## src/rtl/op_sequencer.sv

```systemverilog
// Command-queue front end for the matrix engine controller: buffers host operation words,
// holds each on ctrl_operation for its exact duration and follows it with a one-cycle idle gap.
module op_sequencer #(
    parameter int unsigned DEPTH      = 4,
    parameter int unsigned PAGE_WORDS = 64,
    parameter int unsigned MM_DRAIN   = 24
) (
    input  logic        clk,
    input  logic        reset,
    input  logic        cmd_valid,
    output logic        cmd_ready,
    input  logic [31:0] cmd_op,
    input  logic [8:0]  size_cfg,
    input  logic        din_valid,
    output logic        din_ready,
    input  logic [31:0] din_data,
    output logic [31:0] ctrl_operation,
    output logic        ctrl_enable,
    output logic [31:0] ctrl_in_data,
    input  logic [31:0] ctrl_out_data,
    output logic        dout_valid,
    output logic [31:0] dout_data,
    output logic        busy,
    output logic        done,
    output logic        err
);

    localparam int unsigned AW = (DEPTH > 1) ? $clog2(DEPTH) : 1;
    localparam int unsigned CW = 16;
    localparam logic [CW-1:0] PAGE_LAST = CW'(PAGE_WORDS - 1);

    typedef enum logic [2:0] {
        S_IDLE,
        S_MM,
        S_WR,
        S_RD,
        S_GAP
    } state_t;

    state_t        state;
    logic [31:0]   cur_op;
    logic [CW-1:0] cnt;

    logic [31:0]   fifo_mem [DEPTH];
    logic [AW-1:0] wr_ptr;
    logic [AW-1:0] rd_ptr;
    logic [AW:0]   count;
    logic          full;
    logic          empty;
    logic          push;
    logic          pop;
    logic [31:0]   head;

    logic [6:0]    cells;
    logic [3:0]    lines;
    logic [CW-1:0] mm_len;

    assign full      = (count == (AW+1)'(DEPTH));
    assign empty     = (count == '0);
    assign cmd_ready = !full;
    assign push      = cmd_valid && !full;
    assign pop       = (state == S_IDLE) && !empty;
    assign head      = fifo_mem[rd_ptr];

    // Command FIFO pointers and occupancy; pointers wrap naturally at DEPTH.
    always_ff @(posedge clk) begin
        if (reset) begin
            wr_ptr <= '0;
            rd_ptr <= '0;
            count  <= '0;
        end else begin
            if (push) begin
                wr_ptr <= wr_ptr + AW'(1);
            end
            if (pop) begin
                rd_ptr <= rd_ptr + AW'(1);
            end
            if (push && !pop) begin
                count <= count + (AW+1)'(1);
            end else if (!push && pop) begin
                count <= count - (AW+1)'(1);
            end
        end
    end

    always_ff @(posedge clk) begin
        if (push) begin
            fifo_mem[wr_ptr] <= cmd_op;
        end
    end

    // Matmul hold time: cells * lines^2 shift cycles plus the pipeline drain.
    always_comb begin
        cells  = 7'(size_cfg[5:0]) + 7'd1;
        lines  = 4'(size_cfg[8:6]) + 4'd1;
        mm_len = CW'(cells) * CW'(lines) * CW'(lines) + CW'(MM_DRAIN);
    end

    // Issue sequencer; size_cfg is consumed at pop time via the matmul down-counter load.
    always_ff @(posedge clk) begin
        if (reset) begin
            state      <= S_IDLE;
            cur_op     <= '0;
            cnt        <= '0;
            err        <= 1'b0;
            dout_valid <= 1'b0;
        end else begin
            dout_valid <= (state == S_RD);
            unique case (state)
                S_IDLE: begin
                    if (!empty) begin
                        cur_op <= head;
                        cnt    <= '0;
                        case (head[3:0])
                            4'd0: state <= S_GAP;
                            4'd1: begin
                                state <= S_MM;
                                cnt   <= mm_len - CW'(1);
                            end
                            4'd2: state <= S_WR;
                            4'd3: state <= S_RD;
                            default: err <= 1'b1;
                        endcase
                    end
                end
                S_MM: begin
                    if (cnt == '0) begin
                        state <= S_GAP;
                    end else begin
                        cnt <= cnt - CW'(1);
                    end
                end
                S_WR: begin
                    if (din_valid) begin
                        if (cnt == PAGE_LAST) begin
                            state <= S_GAP;
                        end else begin
                            cnt <= cnt + CW'(1);
                        end
                    end
                end
                S_RD: begin
                    if (cnt == PAGE_LAST) begin
                        state <= S_GAP;
                    end else begin
                        cnt <= cnt + CW'(1);
                    end
                end
                S_GAP: state <= S_IDLE;
                default: state <= S_IDLE;
            endcase
        end
    end

    // Controller-facing decode of the registered state; write data passes straight through.
    always_comb begin
        ctrl_operation = '0;
        ctrl_enable    = 1'b1;
        din_ready      = 1'b0;
        unique case (state)
            S_MM, S_RD: ctrl_operation = cur_op;
            S_WR: begin
                ctrl_operation = cur_op;
                ctrl_enable    = din_valid;
                din_ready      = 1'b1;
            end
            default: ;
        endcase
    end

    assign ctrl_in_data = din_data;
    assign dout_data    = ctrl_out_data;
    assign busy         = !empty || (state != S_IDLE);
    assign done         = (state == S_GAP);

endmodule

```

## config.mk

```make
export PLATFORM = sky130hd
export DESIGN_NAME = op_sequencer
export DESIGN_NICKNAME = d
export VERILOG_FILES = /design/src/rtl/op_sequencer.sv
export SDC_FILE = /design/constraint.sdc
export NUM_CORES = 1
export LEC_CHECK = 0
export CORE_UTILIZATION = 50
export CTS_CLUSTER_DIAMETER = 100
export DETAILED_ROUTE_END_ITERATION = 6
export PLACE_DENSITY_LB_ADDON = 0.12
export SYNTH_ARGS = -nofsm -noshare
export SYNTH_HDL_FRONTEND = slang
export SYNTH_SLANG_ARGS = --single-unit
```

## constraint.sdc

```tcl
create_clock -name clk -period 18.3 [get_ports clk]
set_clock_uncertainty 0.1 [all_clocks]
set_input_delay 3.66 -clock clk [delete_from_list [all_inputs] [get_ports clk]]
set_output_delay 3.66 -clock clk [all_outputs]
set_load 0.01 [all_outputs]
```

==> summary.txt, run 1 <==
Yosys
  • Yosys top cell area share: 0.3523
  • Distinct cells, synth: 59
  • Seq cells post-synth: 190
  • Ys Warns: 0
  • Synth area leader: edfxtp_1
  • Syn Nets: 1177
  • Register area share after synthesis: 0.4661
  • Top post-synthesis cells by count: edfxtp_1, nand2_1, nor2_1, ha_1, a21oi_1
  • EDFF count, synth: 128
  • Synth Cell Area: 0.01091 mm2
  • Synth area leaders: edfxtp_1, dfxtp_1, ha_1
  • Post-synth top flop: edfxtp_1
  • Synthesized netlist cell count: 969
  • Syn Area/Cell: 11.26 um2
  • Top-count cell post-synth: edfxtp_1
  • Asr flop ratio synth: 0

Critical path
  • Max incr delay on CP: 0.91 ns
  • Worst EP arrival: 11.50 ns
  • Required @ worst endpoint: approximately 19 ns
  • CP max stage cell: xnor2_1
  • Crit end category: register
  • Most common cell on crit path: ha_1
  • CP delay by family, top: adder cells
  • CP Buf/Inv Count: 4
  • Setup CP Type: input port to register
  • CP Launch Type: input port
  • Crit path max fanout: 20

Detailed routing
  • DRC Markers: 0
  • Via Count: just over 7000
  • Pre-Repair DR Iteration Count: 5
  • Drt initial violations: 425
  • Total Wirelength: 22310 um
  • ANT nets after route: 0
  • Wire per inst: 17.62 um
  • Vias per cell: 5.648

Cells and area
  • Final Core Density: 0.5703
  • Design Area, Final: 0.01210 mm2
  • P&R area growth vs syn: 10.93%
  • # fillers: 1818
  • Non-Filler Instances: 1266
  • Antenna Cells: 0
  • Share of layout cells above drive strength 1: 0.09082
  • Nets@finish: ~1200

Global routing
  • Largest net degree at the start of global routing: just over 50
  • Antenna violations before repair: 0
  • Grt ovf: 0
  • First-pass GRT wire length: 36420 um
  • GRT Total Usage: 0.2132
  • Vias in the first global route: slightly above 7000

Clock network
  • CTS tree: built
  • Total clock sinks: 190
  • Post-CTS Hold Buffers: 0
  • Clock transition at path regs: 0.07 ns
  • Number of setup buffers added after CTS: 0
  • Clock latency on the worst-skew pair: 0.43 ns
  • CTS Buf Count: 17
  • Htree depth: 4
  • CTS Buffer Depth: 2
  • Cts repair resizes: 0
  • CTS Root Cell: clkbuf_16

Timing
  • Setup TNS: 0 ns
  • Final Cycle Share: 0.6157
  • RSZ-0062 raised after global routing: no
  • Fin. Hold Viols: 0
  • Max_slew headroom: 0.2196
  • Final setup fails: 0
  • Max-slew violations: 0
  • Crit path time final: 11.27 ns
  • Worst Max-Slew Pin Slew: ~1.2 ns
  • Fmax: between 0.08 and 0.09 GHz

Power and ir drop
  • Max VDD drop: between 100 and 150 uV
  • Overall power: 1.771 mW
  • Pwr/cell area: 146.3 mW/mm2
  • Lkg Pwr: 4.701 nW

Placed design
  • Placed insts: roughly 1200
  • IO buf count: 83
  • DP Wirelength: 14640 um
  • Post-DP Area: about 0.012 mm2
  • GP Congestion: 0.8308

Floorplan
  • Initial core utilization: 0.5141
  • Row count: 53
  • I/O pins: 212
  • Die Area: 0.02241 mm2
  • Die Y: 149.7 um
  • Die W: 149.7 um
  • Core Box Area: about 0.021 mm2

Min path
  • Type of the tightest min-delay check: register to register

Run
  • Max-cap violations: 0

Run status
  • Status: finished clean
sequential cells by signal (all words and copies together), names as in the netlist, named ones only:
name / cells
fifo_mem: 128
count: 3
rd_ptr: 2
cur_op: 32
cnt: 16
dout_valid: 1
state: 3
wr_ptr: 2
err: 1
worst paths after layout:
path	from	slack (ns)	to	depth (start not counted)
max	size_cfg[6]	7.03	cnt[13]	26
min	cur_op[6]	0.35	cur_op[6]	2
max reg2reg	state[2]	14.88	cnt[12]	10
min reg2reg	cur_op[6]	0.35	cur_op[6]	2
cell families after synthesis:
| kind of cell | Yosys count | share of synthesized area |
|---|---|---|
| AND/OR/NAND/NOR | 306 | 0.1322 |
| flip-flops | 190 | 0.4661 |
| AO/OA/AOI/OAI | 153 | 0.09187 |
| buffers and inverters | 145 | 0.07283 |
| adder cells (fa/ha/maj) | 99 | 0.1356 |
| XOR/XNOR | 39 | 0.03131 |
| multiplexers | 36 | 0.06973 |
| other | 1 | 0.0003437 |
layout by cell type, fill, tap and decap left out, types with 3 or more instances in the layout:
cell type        netlist  layout
nand4_1                4       4
or2_2                  7       7
nand3b_1               3       3
xnor2_1               16      16
a211oi_1               4       4
o21ai_0               17      17
inv_1                 41      41
and2_1                40      40
edfxtp_1             128     128
fa_1                  32      32
a31oi_1                6       6
o211ai_1               6       6
o211a_1                9       9
inv_6                  0       5
nor3_1                11      11
a21oi_1               66      66
xor2_1                23      23
nand2_1               99      99
o221ai_1               9       9
and3_1                11      11
ha_1                  67      67
dfxtp_1               62      61
nand2b_1              12      12
o2111ai_1              4       4
mux2i_1                4       4
a21o_1                 8       8
mux4_2                32      32
nor2b_1                6       4
nor4_1                 4       4
clkdlybuf4s50_1        0      82
buf_4                 64      11
nand3_1               15      15
nor2_1                85      84
inv_8                  0       4
o21a_1                 6       6
clkbuf_16              0      17
through the flow:
step | hold WS, ns | setup WS, ns
floorplan | 0.3317 | 8.453
global placement | 0.3379 | 6.886
detailed placement | 0.3444 | 6.631
CTS | 0.3540 | 7.088
global route | 0.3705 | 6.395
finish | 0.3515 | 7.033
tightest hold or removal path, cell delays in order (launching register included):
cell and delay (ns):
dfxtp_1 0.31, nand2_1 0.05, a21oi_1 0.05
metal layers:
metal | part of all wire | global-route usage | vias to the layer above | routed length, um
met5 | 0 | 0 | - | 0
met4 | 0.015 | 0.06566 | 0 | 340
met3 | 0.046 | 0.04451 | 27 | 1020
met2 | 0.49 | 0.3558 | 170 | 10980
met1 | 0.45 | 0.2783 | 3547 | 9970
li1 | - | - | 3406 | -
final cells by class:
| type | count | area [um2] | share of cell area |
|---|---|---|---|
| inverter | 41 | 153.9 | 0.01272 |
| clock buffer | 18 | 429.2 | 0.03546 |
| clock inverter | 14 | 142.6 | 0.01179 |
| multi-input combinational | 634 | 5037 | 0.4163 |
| timing repair buffer | 94 | 908.4 | 0.07506 |
| sequential | 190 | 5086 | 0.4203 |
| tap | 275 | 344.1 | 0.02843 |
power by group:
part           switching, mW  internal (mW)
Clock                  0.179          0.183
Sequential            0.0511          0.543
Combinational          0.470          0.345
Total                  0.700           1.07
Power figures use the tool's default switching activity.
==> run 2: changes to the inputs <==
- CORE_UTILIZATION: 50 -> 48
- clock period: 18.3 -> 9.7 ns (I/O delays scaled with it)
==> run 2 against run 1 <==
  * Utilization shrank 2.1 points
  * Design area barely moved
  * The flow now finishes with violations (DRC)
  * Highest routed layer is now met5
  * Sequential share of layout area hardly changed
  * Critical path type unchanged
  * Register-to-register slack got worse by 8.6 ns
==> summary.txt, run 2 (same netlist as run 1, synthesis figures left out) <==
Floorplan
  • Core Box Area: 0.02203 mm2 (was 0.02122 mm2)
  • Die W: 152.8 um (was 149.7 um)
  • I/O pins: 212 (unchanged)
  • Die Y: 152.8 um (was 149.7 um)
  • Die Area: 0.02333 mm2 (was 0.02241 mm2)
  • Initial core utilization: 0.4953 (was 0.5141)
  • Row count: 54 (was 53)

Detailed routing
  • Total Wirelength: 22540 um (was 22310 um)
  • Pre-Repair DR Iteration Count: 7 (was 5)
  • Drt initial violations: 420 (was 425)
  • DRC Markers: 6 (was 0)
  • Wire per inst: 17.71 um (was 17.62 um)
  • ANT nets after route: 0 (unchanged)
  • Vias per cell: 5.548 (was 5.648)
  • Via Count: 7063 (was 7150)

Clock network
  • Htree depth: 4 (unchanged)
  • CTS Root Cell: clkbuf_16 (unchanged)
  • Cts repair resizes: 0 (unchanged)
  • CTS Buf Count: 17 (unchanged)
  • CTS tree: built (unchanged)
  • Post-CTS Hold Buffers: 0 (unchanged)
  • Total clock sinks: 190 (unchanged)
  • Clock transition at path regs: 0.08 ns (was 0.07 ns)
  • CTS Buffer Depth: 2 (unchanged)
  • Number of setup buffers added after CTS: 0 (unchanged)
  • Clock latency on the worst-skew pair: 0.43 ns (about the same)

Run status
  • Status: finished with violations (was finished clean)
  • Failing checks: DRC

Critical path
  • Reg2reg start: state[2] (unchanged)
  • Worst setup endpoint: cnt[13] (unchanged)
  • Required @ worst endpoint: 9.92 ns (was 18.53 ns)
  • Worst EP arrival: 8.85 ns (was 11.50 ns)
  • Setup CP Type: input port to register (unchanged)
  • CP Launch Type: input port (unchanged)
  • Worst r2r path cells: 10 (unchanged)
  • Crit end category: register (unchanged)
  • Crit path max fanout: 7 (was 20)
  • Flop-to-flop setup slack: 6.26 ns (was 14.88 ns)
  • RR Endpoint: cnt[12] (unchanged)
  • Crit path from: size_cfg[7] (was size_cfg[6])

Timing
  • Worst Max-Slew Pin Slew: 0.8570 ns (was 1.162 ns)
  • Setup TNS: 0 ns (unchanged)
  • Final worst slack: 1.072 ns (was 7.033 ns)
  • Fin. Hold Viols: 0 (unchanged)
  • Crit path time final: 8.628 ns
  • Final setup fails: 0 (unchanged)
  • Max_slew headroom: 0.4280 (was 0.2196)
  • Max-slew violations: 0 (unchanged)
  • RSZ-0062 raised after global routing: no (unchanged)
  • Final Cycle Share: 0.8895
  • Fmax: 0.1159 GHz

Cells and area
  • Antenna Cells: 0 (unchanged)
  • Commonest non-fill, non-tap cell in the layout: edfxtp_1 (unchanged)
  • Max reg flops: 128 (unchanged)
  • P&R area growth vs syn: 10.95% (was 10.93%)
  • Register with the most flip-flops: fifo_mem (unchanged)
  • Share of layout cells above drive strength 1: 0.09265 (was 0.09082)
  • Nets@finish: 1188 (was 1186)
  • Largest registers: fifo_mem: 128 flops, cur_op: 32 flops, cnt: 16 flops (unchanged)
  • Most frequent cells in the layout: edfxtp_1, nand2_1, nor2_1 (unchanged)

Placed design
  • DP Wirelength: 15050 um (was 14640 um)
  • GP Congestion: 0.8265 (was 0.8308)
  • IO buf count: 83 (unchanged)
  • Place WS: 0.6285 ns (was 6.631 ns)

Global routing
  • Vias in the first global route: 7168 (was 7063)
  • Antenna violations before repair: 0 (unchanged)
  • Largest net degree at the start of global routing: 51 (unchanged)
  • Grt ovf: 0 (unchanged)
  • GRT Total Usage: 0.1999 (was 0.2132)
  • First-pass GRT wire length: 36650 um (was 36420 um)

Power and ir drop
  • Pwr/cell area: 274.2 mW/mm2 (was 146.3 mW/mm2)
  • Lkg Pwr: 4.702 nW (was 4.701 nW)
  • Max VDD drop: 129.7 uV (was 101.8 uV)

Run
  • Max-cap violations: 0 (unchanged)

Min path
  • Type of the tightest min-delay check: register to register (unchanged)
## run 2: report_power, final
part           switching, mW  internal (mW)
combinational          0.901          0.651
sequential            0.0807           1.03
clock                  0.322          0.338
total                   1.30           2.01
## run 2: worst max-delay path, stage by stage
cell	delay, ns
clkdlybuf4s50_1	0.49
ha_1	0.20
xor2_1	0.49
nand2_1	0.15
fa_1	0.52
inv_1	0.05
fa_1	0.52
ha_1	0.31
a21o_1	0.15
a21oi_1	0.21
nor2b_1	0.07
o21a_1	0.18
o41ai_1	0.30
xor2_1	0.29
nor2_1	0.08
fa_1	0.48
fa_1	0.49
ha_1	0.30
ha_1	0.40
a21oi_1	0.32
nor2_1	0.09
a211oi_1	0.18
o31ai_1	0.14
xnor2_1	0.16
o22ai_1	0.09
o221a_2	0.24
## run 2: layer usage
metal,up-vias,part of all wire,global-route usage
met5,-,0.0027,0.01863
met4,2,0.0077,0.04618
met3,14,0.060,0.05518
met2,210,0.49,0.3309
met1,3435,0.44,0.2594
li1,3402,-,-
## run 2: final cells by class
cell class              instances  area (um2)
clock inverters                14       123.9
flip-flops and latches        190        5086
well taps                     280       350.3
inverters                      41       153.9
multi-input cells             634        5037
clock buffers                  18       429.2
fillers                      1903        9922
repair buffers                 96       923.4
## run 2: worst min-delay path by stage
| stage | start | to | slack, ns | depth (start not counted) |
|---|---|---|---|---|
| after detailed placement | cur_op[1] | cur_op[1] | 0.35 | 2 |
| final | cur_op[30] | cur_op[30] | 0.35 | 2 |
| after global routing | cur_op[27] | cur_op[27] | 0.37 | 2 |
| after CTS | cur_op[30] | cur_op[30] | 0.36 | 2 |
| after floorplan | cur_op[0] | cur_op[0] | 0.33 | 2 |
| after global placement | cur_op[5] | cur_op[5] | 0.34 | 2 |
## run 2: per-stage QoR
stage          power [mW]  instances  hold slack, ns  area, um2  utilization
3_3_place_gp        2.677       1241          0.3403      11550       0.5244
4_1_cts             3.355       1273          0.3561      12100       0.5495
2_1_floorplan       2.301        969          0.3317      10910            -
6_report            3.318       1273          0.3528      12100       0.5495
3_5_place_dp        2.687       1241          0.3451      11550       0.5244
5_1_grt             3.575       1273          0.3687      12100       0.5495
==> run 3: changes to the inputs <==
- CORE_UTILIZATION: 48 -> 49
- CTS_BUF_LIST: default -> sky130_fd_sc_hd__clkbuf_4
- CTS_CLUSTER_DIAMETER: 100 -> default
==> run 3 against run 2 <==
  * The flow now finishes without violations
  * Flip-flop and latch count is the same
  * Maximum frequency grew 1.6%
  * Count of clock-buffer cells in the layout shrank 1
  * Clock power shrank 32%
  * Combinational power is essentially flat
  * Hold slack gained 0.010 ns
  * Design area shrank 2.0%
  * Total power shrank 6.8%
==> summary.txt, run 3 (same netlist as run 1, synthesis figures left out) <==
Cells and area
  • Share of layout cells above drive strength 1: 0.09265 (unchanged)
  • P&R area growth vs syn: 8.785% (was 10.95%)
  • Final Core Density: 0.5438 (was 0.5495)
  • Commonest non-fill, non-tap cell in the layout: edfxtp_1 (unchanged)
  • Largest registers: fifo_mem: 128 flops, cur_op: 32 flops, cnt: 16 flops (unchanged)
  • Register with the most flip-flops: fifo_mem (unchanged)
  • Design Area, Final: 0.01187 mm2 (was 0.01210 mm2)
  • Nets@finish: 1188 (unchanged)
  • Max reg flops: 128 (unchanged)
  • # fillers: 1956 (was 1903)
  • Most frequent cells in the layout: edfxtp_1, nand2_1, nor2_1 (unchanged)
  • Register Area: 0.005086 mm2 (unchanged)
  • Multi-input gate area in the final layout: 0.005037 mm2 (unchanged)

Timing
  • Max_slew headroom: 0.4853 (was 0.4280)
  • Final setup fails: 0 (unchanged)
  • Fin. Hold Viols: 0 (unchanged)
  • Fmax: 0.1177 GHz (was 0.1159 GHz)
  • Final Cycle Share: 0.8756 (was 0.8895)
  • Worst Max-Slew Pin Slew: 0.7713 ns (was 0.8570 ns)
  • Max-slew violations: 0 (unchanged)
  • Crit path time final: 8.493 ns (was 8.628 ns)
  • Setup TNS: 0 ns (unchanged)
  • RSZ-0062 raised after global routing: no (unchanged)

Placed design
  • DP Wirelength: 14890 um (was 15050 um)
  • Post-DP Area: 0.01155 mm2 (unchanged)
  • GP Congestion: 0.8236 (was 0.8265)
  • IO buf count: 83 (unchanged)

Detailed routing
  • Total Wirelength: 22350 um (was 22540 um)
  • ANT nets after route: 0 (unchanged)
  • DRC Markers: 0 (was 6)
  • Drt initial violations: 384 (was 420)
  • Via Count: 7116 (was 7063)
  • Vias per cell: 5.586 (was 5.548)
  • Wire per inst: 17.54 um (was 17.71 um)
  • Pre-Repair DR Iteration Count: 5 (was 7)

Min path
  • Type of the tightest min-delay check: register to register (unchanged)
  • Hold_sp: cur_op[27] (was cur_op[30])
  • Hold Path End: cur_op[27] (was cur_op[30])
  • Hold Path Depth: 2 (unchanged)

Clock network
  • Clock transition at path regs: 0.19 ns (was 0.08 ns)
  • CTS tree: built (unchanged)
  • Total clock sinks: 190 (unchanged)
  • Number of setup buffers added after CTS: 0 (unchanged)
  • Cts repair resizes: 0 (unchanged)
  • CTS Buffer Depth: 2 (unchanged)
  • Htree depth: 4 (unchanged)
  • Clock latency on the worst-skew pair: 0.58 ns (was 0.43 ns)
  • CTS Root Cell: clkbuf_4 (was clkbuf_16)
  • Post-CTS Hold Buffers: 0 (unchanged)
  • CTS Buf Count: 17 (unchanged)

Floorplan
  • Row count: 54 (unchanged)
  • Die Area: 0.02286 mm2 (was 0.02333 mm2)
  • Die W: 151.2 um (was 152.8 um)
  • I/O pins: 212 (unchanged)
  • Die Y: 151.2 um (was 152.8 um)
  • Core Box Area: 0.02182 mm2 (was 0.02203 mm2)
  • Initial core utilization: 0.4999 (was 0.4953)

Critical path
  • RR Endpoint: cnt[12] (unchanged)
  • Crit path max fanout: 8 (was 7)
  • CP Launch Type: input port (unchanged)
  • Worst EP arrival: 8.90 ns (was 8.85 ns)
  • Worst r2r path cells: 10 (unchanged)
  • Crit end category: register (unchanged)
  • Required @ worst endpoint: 10.10 ns (was 9.92 ns)
  • Setup CP Type: input port to register (unchanged)
  • Flop-to-flop setup slack: 6.32 ns (was 6.26 ns)
  • Reg2reg start: state[2] (unchanged)

Power and ir drop
  • Lkg Pwr: 4.596 nW (was 4.702 nW)
  • Overall power: 3.094 mW (was 3.318 mW)
  • Pwr/cell area: 260.7 mW/mm2 (was 274.2 mW/mm2)
  • Max VDD drop: 119.3 uV (was 129.7 uV)

Global routing
  • Vias in the first global route: 6979 (was 7168)
  • First-pass GRT wire length: 36270 um (was 36650 um)
  • Antenna violations before repair: 1 (was 0)
  • Grt ovf: 0 (unchanged)
  • Largest net degree at the start of global routing: 51 (unchanged)
  • GRT Total Usage: 0.2080 (was 0.1999)

Run status
  • Status: finished clean (was finished with violations)

Run
  • Max-cap violations: 0 (unchanged)
[run 3: cell types whose count changed in the layout (fill, tap and decap cells not counted)]
cell        previous run  this run
clkinv_2               3         0
clkbuf_4               0        17
clkinv_8               1         5
diode_2                0         1
clkbuf_16             17         0
clkinvlp_4             2         0
inv_12                 0         2
clkbuf_1               1         0
clkinv_1               0         1
inv_6                  5         4
[run 3: layout make-up]
class                   instances  share of cell area
multi-input cells             634              0.4245
well taps                     280             0.02952
repair buffers                 96             0.07781
inverters                      41             0.01297
flip-flops and latches        190              0.4286
diodes                          1           0.0002109
clock buffers                  17             0.01075
clock inverters                15             0.01571
[run 3: per-layer routing]
metal	GRT usage	wire length [um]	vias to the layer above
met2	0.3356	10700	166
li1	-	-	3417
met5	0	0	-
met1	0.2842	10270	3512
met4	0.05300	285	0
met3	0.04488	1092	21
[run 3: where the power goes]
part,total [mW],internal [mW],switching (mW),leakage (nW)
registers,1.12,1.02,0.0962,1.68
logic,1.53,0.652,0.874,2.75
clock network,0.448,0.127,0.322,0.165
[run 3: worst max path at each step]
stage	start	slack [ns]	to	cells past startpoint
after global placement	size_cfg[7]	0.76	cnt[13]	25
after floorplan	size_cfg[6]	1.57	cnt[13]	26
after global routing	size_cfg[7]	0.69	cnt[12]	26
after detailed placement	size_cfg[7]	0.56	cnt[13]	25
final	size_cfg[7]	1.21	cnt[13]	25
after CTS	size_cfg[7]	1.21	cnt[13]	26
[run 3: worst max-delay path: stages]
cell             delay, ns
clkdlybuf4s50_1       0.49
ha_1                  0.20
xor2_1                0.48
nand2_1               0.15
fa_1                  0.52
inv_1                 0.05
fa_1                  0.52
fa_1                  0.47
a21o_1                0.17
a21oi_1               0.23
o21bai_1              0.12
a2111oi_0             0.39
nor3_1                0.12
xnor2_1               0.20
or2_2                 0.31
fa_1                  0.48
inv_1                 0.04
ha_1                  0.28
ha_1                  0.29
ha_1                  0.41
nand2_1               0.11
o31ai_1               0.43
xnor2_1               0.17
o22ai_1               0.09
o221a_2               0.24
[run 3: per-stage QoR]
| stage | setup slack, ns | hold WS, ns | instances |
|---|---|---|---|
| floorplan | 1.573 | 0.3317 | 969 |
| global placement | 0.7622 | 0.3395 | 1241 |
| detailed placement | 0.5568 | 0.3446 | 1241 |
| CTS | 1.209 | 0.3641 | 1273 |
| global route | 0.6908 | 0.3746 | 1274 |
| finish | 1.207 | 0.3628 | 1274 |
==> edit 1 (config.mk and constraints of run 2) <==
Set the parameter `PAGE_WORDS` to 32 (it was 64).
--- a/src/rtl/op_sequencer.sv
+++ b/src/rtl/op_sequencer.sv
@@ -3,5 +3,5 @@
 module op_sequencer #(
     parameter int unsigned DEPTH      = 4,
-    parameter int unsigned PAGE_WORDS = 64,
+    parameter int unsigned PAGE_WORDS = 32,
     parameter int unsigned MM_DRAIN   = 24
 ) (
Function: same outputs for any inputs over 4 cycles, from zero or initial values and one cycle with reset high; that may be too few to reach the edited logic, so the function may still have changed.
==> edit 1 against run 2 <==
  * Clock power is 3.3% higher
  * Utilization is 0.71 points lower
  * Area after synthesis is 1.4% higher
  * Design area is 1.5% higher
  * Routed wire length is 0.58% higher
  * Critical endpoint is now cnt[15]
  * Sequential cell count stayed put
  * Setup slack better by 0.20 ns
  * Critical path type unchanged
  * Power is 5.5% higher
==> edit 1: results (changes against run 2) <==
Logic synthesis
  – Seq/Total Area, Yosys: 46.0% (was 46.6%)
  – Synth unique cells: 61 (was 59)
  – Synth Area in XOR/XNOR: 2.38% (was 3.13%)
  – Mapped Cells: 989 (was 969)
  – Synth Area in Compound Gates: 10.0% (was 9.19%)
  – Adder-cell area share of the yosys netlist: 13.4% (was 13.6%)
  – Mapped Area: 11100 um2 (was 10900 um2)
  – Syn Nets: 1197 (was 1177)
  – Post-synthesis async set-or-reset flop share: 0% (unchanged)
  – Synth top area cells: edfxtp_1 (35%), dfxtp_1 (11%), ha_1 (7.6%) (was edfxtp_1 (35%), dfxtp_1 (11%), ha_1 (7.7%))
  – Synth cell count leaders: edfxtp_1 (128), nand2_1 (97), nor2_1 (74) (was edfxtp_1 (128), nand2_1 (99), nor2_1 (85))
  – Post-synthesis mux area share: 7.21% (was 6.97%)

STA
  – Hold slack: 0.353 ns (about the same)
  – Tmin final: 8.42 ns (was 8.63 ns)
  – Max_slew headroom: 43.9% (was 42.8%)

Global route
  – Vias in the first global route: 7251 (was 7168)
  – Largest net degree at the start of global routing: 50 (was 51)
  – GR met2 Demand/Resource: 32.6% (was 33.1%)
  – Initial antenna violation count: 2 (was 0)
  – Wire length of the first global-routing pass: 37400 um (was 36700 um)
  – Grt met3 use: 4.90% (was 5.52%)
  – Met1 usage: 27.1% (was 25.9%)
  – GRT Resource Usage Total: 20.1% (was 20.0%)

Cells and area
  – Fraction of area in multi-input gates: 42.0% (was 41.6%)
  – Register area: 5090 um2 (unchanged)
  – Ant. Diodes: 1 (was 0)
  – Clock Buffer Count: 18 (unchanged)
  – Filler instances: 1995 (was 1903)
  – Layout clock area frac: 4.76% (was 4.57%)
  – Final instance area: 12300 um2 (was 12100 um2)
  – Logic inverters: 44 (was 41)
  – Buffering overhead: 7.52% (was 7.63%)
  – Ratio of cells with drive above 1 in the final layout: 9.35% (was 9.26%)
  – Multi-input gate count: 654 (was 634)

Power
  – Power share of the combinational group: 48.7% (was 46.8%)
  – Peak supply drop: 0.150 mV (was 0.130 mV)
  – Sw Ratio: 40.5% (was 39.3%)
  – Leak: 4.72 nW (was 4.70 nW)

Place
  – Placed cell count: 1269 (was 1241)
  – HPWL Detailed: 15400 um (was 15100 um)
  – Port bufs: 83 (unchanged)
  – Post-DP Area: 11700 um2 (was 11600 um2)
  – Post-Place Worst Slack: 0.868 ns (was 0.628 ns)
  – GP Congestion: 0.882 (was 0.827)

Worst setup path
  – Worst EP arrival: 8.64 ns (was 8.85 ns)
  – R2r setup slk: 6.20 ns (was 6.26 ns)

Route
  – Routed len/inst: 17.4 um (was 17.7 um)
  – DRT iter0 DRCs: 395 (was 420)
  – Via count: 7206 (was 7063)
  – Drt first pass iters: 4 (was 7)
  – DR vias/cell: 5.53 (was 5.55)

Status
  – Status: finished, final reports clean (was finished, violations left)

Clock network
  – CTS Buf Count: 17 (unchanged)
[edit 1: worst paths after layout]
check | startpoint | end | cells after the start
setup / recovery | size_cfg[7] | cnt[15] | 25
hold / removal | cur_op[26] | cur_op[26] | 2
setup reg to reg | state[2] | cnt[10] | 9
hold reg to reg | cur_op[26] | cur_op[26] | 2
[edit 1: layer usage]
layer	wire length, um	vias to the layer above	part of all wire, %
met3	1120	16	4.9
li1	-	3511	-
met4	199	2	0.88
met5	13	-	0.057
met2	10800	192	48
met1	10500	3485	46
[edit 1: logic make-up (layout without fill, tap and decap cells)]
logic type,count (synthesis),after routing
compound gates,174,174
buf+inv,145,172
flops,190,190
simple gates,312,312
fa+ha+maj,99,99
xor+xnor,30,30
mux,38,38
other cells,1,2
[edit 1: power by group through the flow]
stage                     sequential (mW)  combinational, mW  clock (mW)
after floorplan                      1.10               1.32           0
after detailed placement             1.13               1.72           0
after global placement               1.13               1.71           0
after CTS                            1.12               1.72       0.699
after global routing                 1.13               1.91       0.730
final                                1.11               1.71       0.682
[edit 1: worst max-delay path, stage by stage]
cell,delay [ns]
clkdlybuf4s50_1,0.44
ha_1,0.23
xnor2_1,0.52
nor2_1,0.15
fa_1,0.52
inv_1,0.05
fa_1,0.52
inv_1,0.04
ha_1,0.32
a21o_1,0.19
a21oi_1,0.21
o21bai_1,0.13
a21oi_1,0.19
xor2_1,0.33
nor2_1,0.10
fa_1,0.49
fa_1,0.49
ha_1,0.31
ha_1,0.36
a21o_1,0.21
a21o_1,0.18
a21oi_1,0.20
and3_1,0.18
o21ai_0,0.08
o31a_1,0.24
==> edit 2 (flow settings as in run 2) <==
Without the edit above. The 5 states of `state_t` get a one-hot encoding in 5 bits.
--- a/src/rtl/op_sequencer.sv
+++ b/src/rtl/op_sequencer.sv
@@ -30,10 +30,10 @@
     localparam logic [CW-1:0] PAGE_LAST = CW'(PAGE_WORDS - 1);
 
-    typedef enum logic [2:0] {
-        S_IDLE,
-        S_MM,
-        S_WR,
-        S_RD,
-        S_GAP
+    typedef enum logic [4:0] {
+        S_IDLE = 5'b00001,
+        S_MM   = 5'b00010,
+        S_WR   = 5'b00100,
+        S_RD   = 5'b01000,
+        S_GAP  = 5'b10000
     } state_t;
 
Formal check against the unedited RTL: no difference found for any inputs over 4 cycles, from zero or initial values and one cycle with reset high; so few cycles prove little.
==> edit 2 against run 2 <==
  * Routed wire length rose by 1.0%
  * Setup slack improved by 0.14 ns
  * Sequential cell count rose by 2
  * Clock power rose by 3%
  * Die area rose by 3.4%
  * Non-clock buffer count rose by 1
  * Final cell count rose by 5.8%
  * Area after synthesis rose by 3.4%
  * Register-to-register slack got worse by 0.25 ns
  * Power rose by 0.88%
  * Design area rose by 3.5%
==> edit 2: results (changes against run 2) <==
Hold path
  – HP Start: cur_op[1] (was cur_op[30])
  – Worst hold endpoint: cur_op[1] (was cur_op[30])

Power
  – Leak: 4.78 nW (was 4.70 nW)
  – Net Switching: 1.33 mW (was 1.30 mW)
  – Clock power share: 20.3% (was 19.9%)
  – Peak supply drop: 0.141 mV (was 0.130 mV)
  – P per Cell Area: 267 nW/um2 (was 274 nW/um2)

Global route
  – Met1 usage: 26.2% (was 25.9%)
  – GR met2 Demand/Resource: 32.8% (was 33.1%)
  – Vias in the first global route: 7134 (was 7168)
  – Wire length of the first global-routing pass: 37200 um (was 36700 um)
  – Grt met3 use: 4.68% (was 5.52%)
  – Largest net degree at the start of global routing: 68 (was 51)
  – GRT Resource Usage Total: 19.8% (was 20.0%)

Worst setup path
  – Worst EP arrival: 8.73 ns (was 8.85 ns)
  – RR Endpoint: cnt[14] (was cnt[12])
  – Critical Path Fanout Max: 11 (was 7)
  – R2r startpoint: state[1] (was state[2])
  – Critical path's largest stage delay: 0.57 ns (was 0.52 ns)
  – Worst Reg2Reg Path Length in Cells: 10 (unchanged)
  – R2r setup slk: 6.01 ns (was 6.26 ns)
  – CP max stage cell: a2111oi_0 (was fa_1)
  – Critical Path End: cnt[15] (was cnt[13])

STA
  – Tmin final: 8.49 ns (was 8.63 ns)
  – Slew at the pin closest to its max-slew limit: 0.788 ns (was 0.857 ns)
  – Hold slack: 0.351 ns (was 0.353 ns)

Route
  – DRT iter0 DRCs: 418 (was 420)
  – Drt total wl: 22800 um (was 22500 um)
  – DRT met1 WL: 10200 um (was 9980 um)
  – Via count: 7372 (was 7063)
  – Met2 wire length: 11000 um (about the same)
  – Max layer used: met4 (was met5)
  – Met3 wire length: 1330 um (was 1350 um)
  – Drt first pass iters: 5 (was 7)
  – Routed len/inst: 16.9 um (was 17.7 um)

Logic synthesis
  – Syn Nets: 1220 (was 1177)
  – Synth cell count leaders: edfxtp_1 (128), nand2_1 (93), nor2_1 (91) (was edfxtp_1 (128), nand2_1 (99), nor2_1 (85))
  – Seq/Total Area, Yosys: 45.4% (was 46.6%)
  – Synth top area cells: edfxtp_1 (34%), dfxtp_1 (11%), ha_1 (7.4%) (was edfxtp_1 (35%), dfxtp_1 (11%), ha_1 (7.7%))
  – Mapped Cells: 1012 (was 969)
  – Synth unique cells: 69 (was 59)

Cells and area
  – Layout area overhead: 11.1% (was 11.0%)
  – Ant. Diodes: 0 (unchanged)
  – Filler instances: 2040 (was 1903)
  – Ratio of cells with drive above 1 in the final layout: 9.67% (was 9.26%)

Place
  – Post-Place Worst Slack: 0.796 ns (was 0.628 ns)
  – Placed cell count: 1315 (was 1241)
  – GP Congestion: 0.849 (was 0.827)
  – Post-DP Area: 11900 um2 (was 11600 um2)
  – HPWL Detailed: 15400 um (was 15100 um)
  – Port bufs: 83 (unchanged)

Status
  – Status: finished, final reports clean (was finished, violations left)

Clock network
  – CTS Buf Count: 17 (unchanged)
edit 2: final cells by class:
cell class	count	area share (%)
Clock buffer	18	3.42
Clock inverter	14	1.26
Inverter	41	1.23
Multi-Input combinational cell	672	42.6
Sequential cell	192	40.9
Tap cell	313	3.13
Timing Repair Buffer	97	7.43
edit 2: logic make-up (layout without fill, tap and decap cells):
logic type | Yosys count | in the layout | share of synthesized area (%)
AO/OA/AOI/OAI | 160 | 160 | 9.68
XOR/XNOR | 33 | 33 | 2.56
adder cells (fa/ha/maj) | 99 | 99 | 13.1
buffers and inverters | 148 | 170 | 7.29
flip-flops | 192 | 192 | 45.4
multiplexers | 40 | 40 | 7.11
other | 1 | 1 | 0.0332
AND/OR/NAND/NOR | 339 | 339 | 14.8
edit 2: worst reg2reg max path, delay by kind of cell (launching register included):
family                     cells  cell delay [ns]
DFF                            1             0.38
adders and majority gates      1             0.48
AOI/OAI and AO/OA              5             1.41
buffers and inverters          1             0.30
and+or+nand+nor                3             0.89
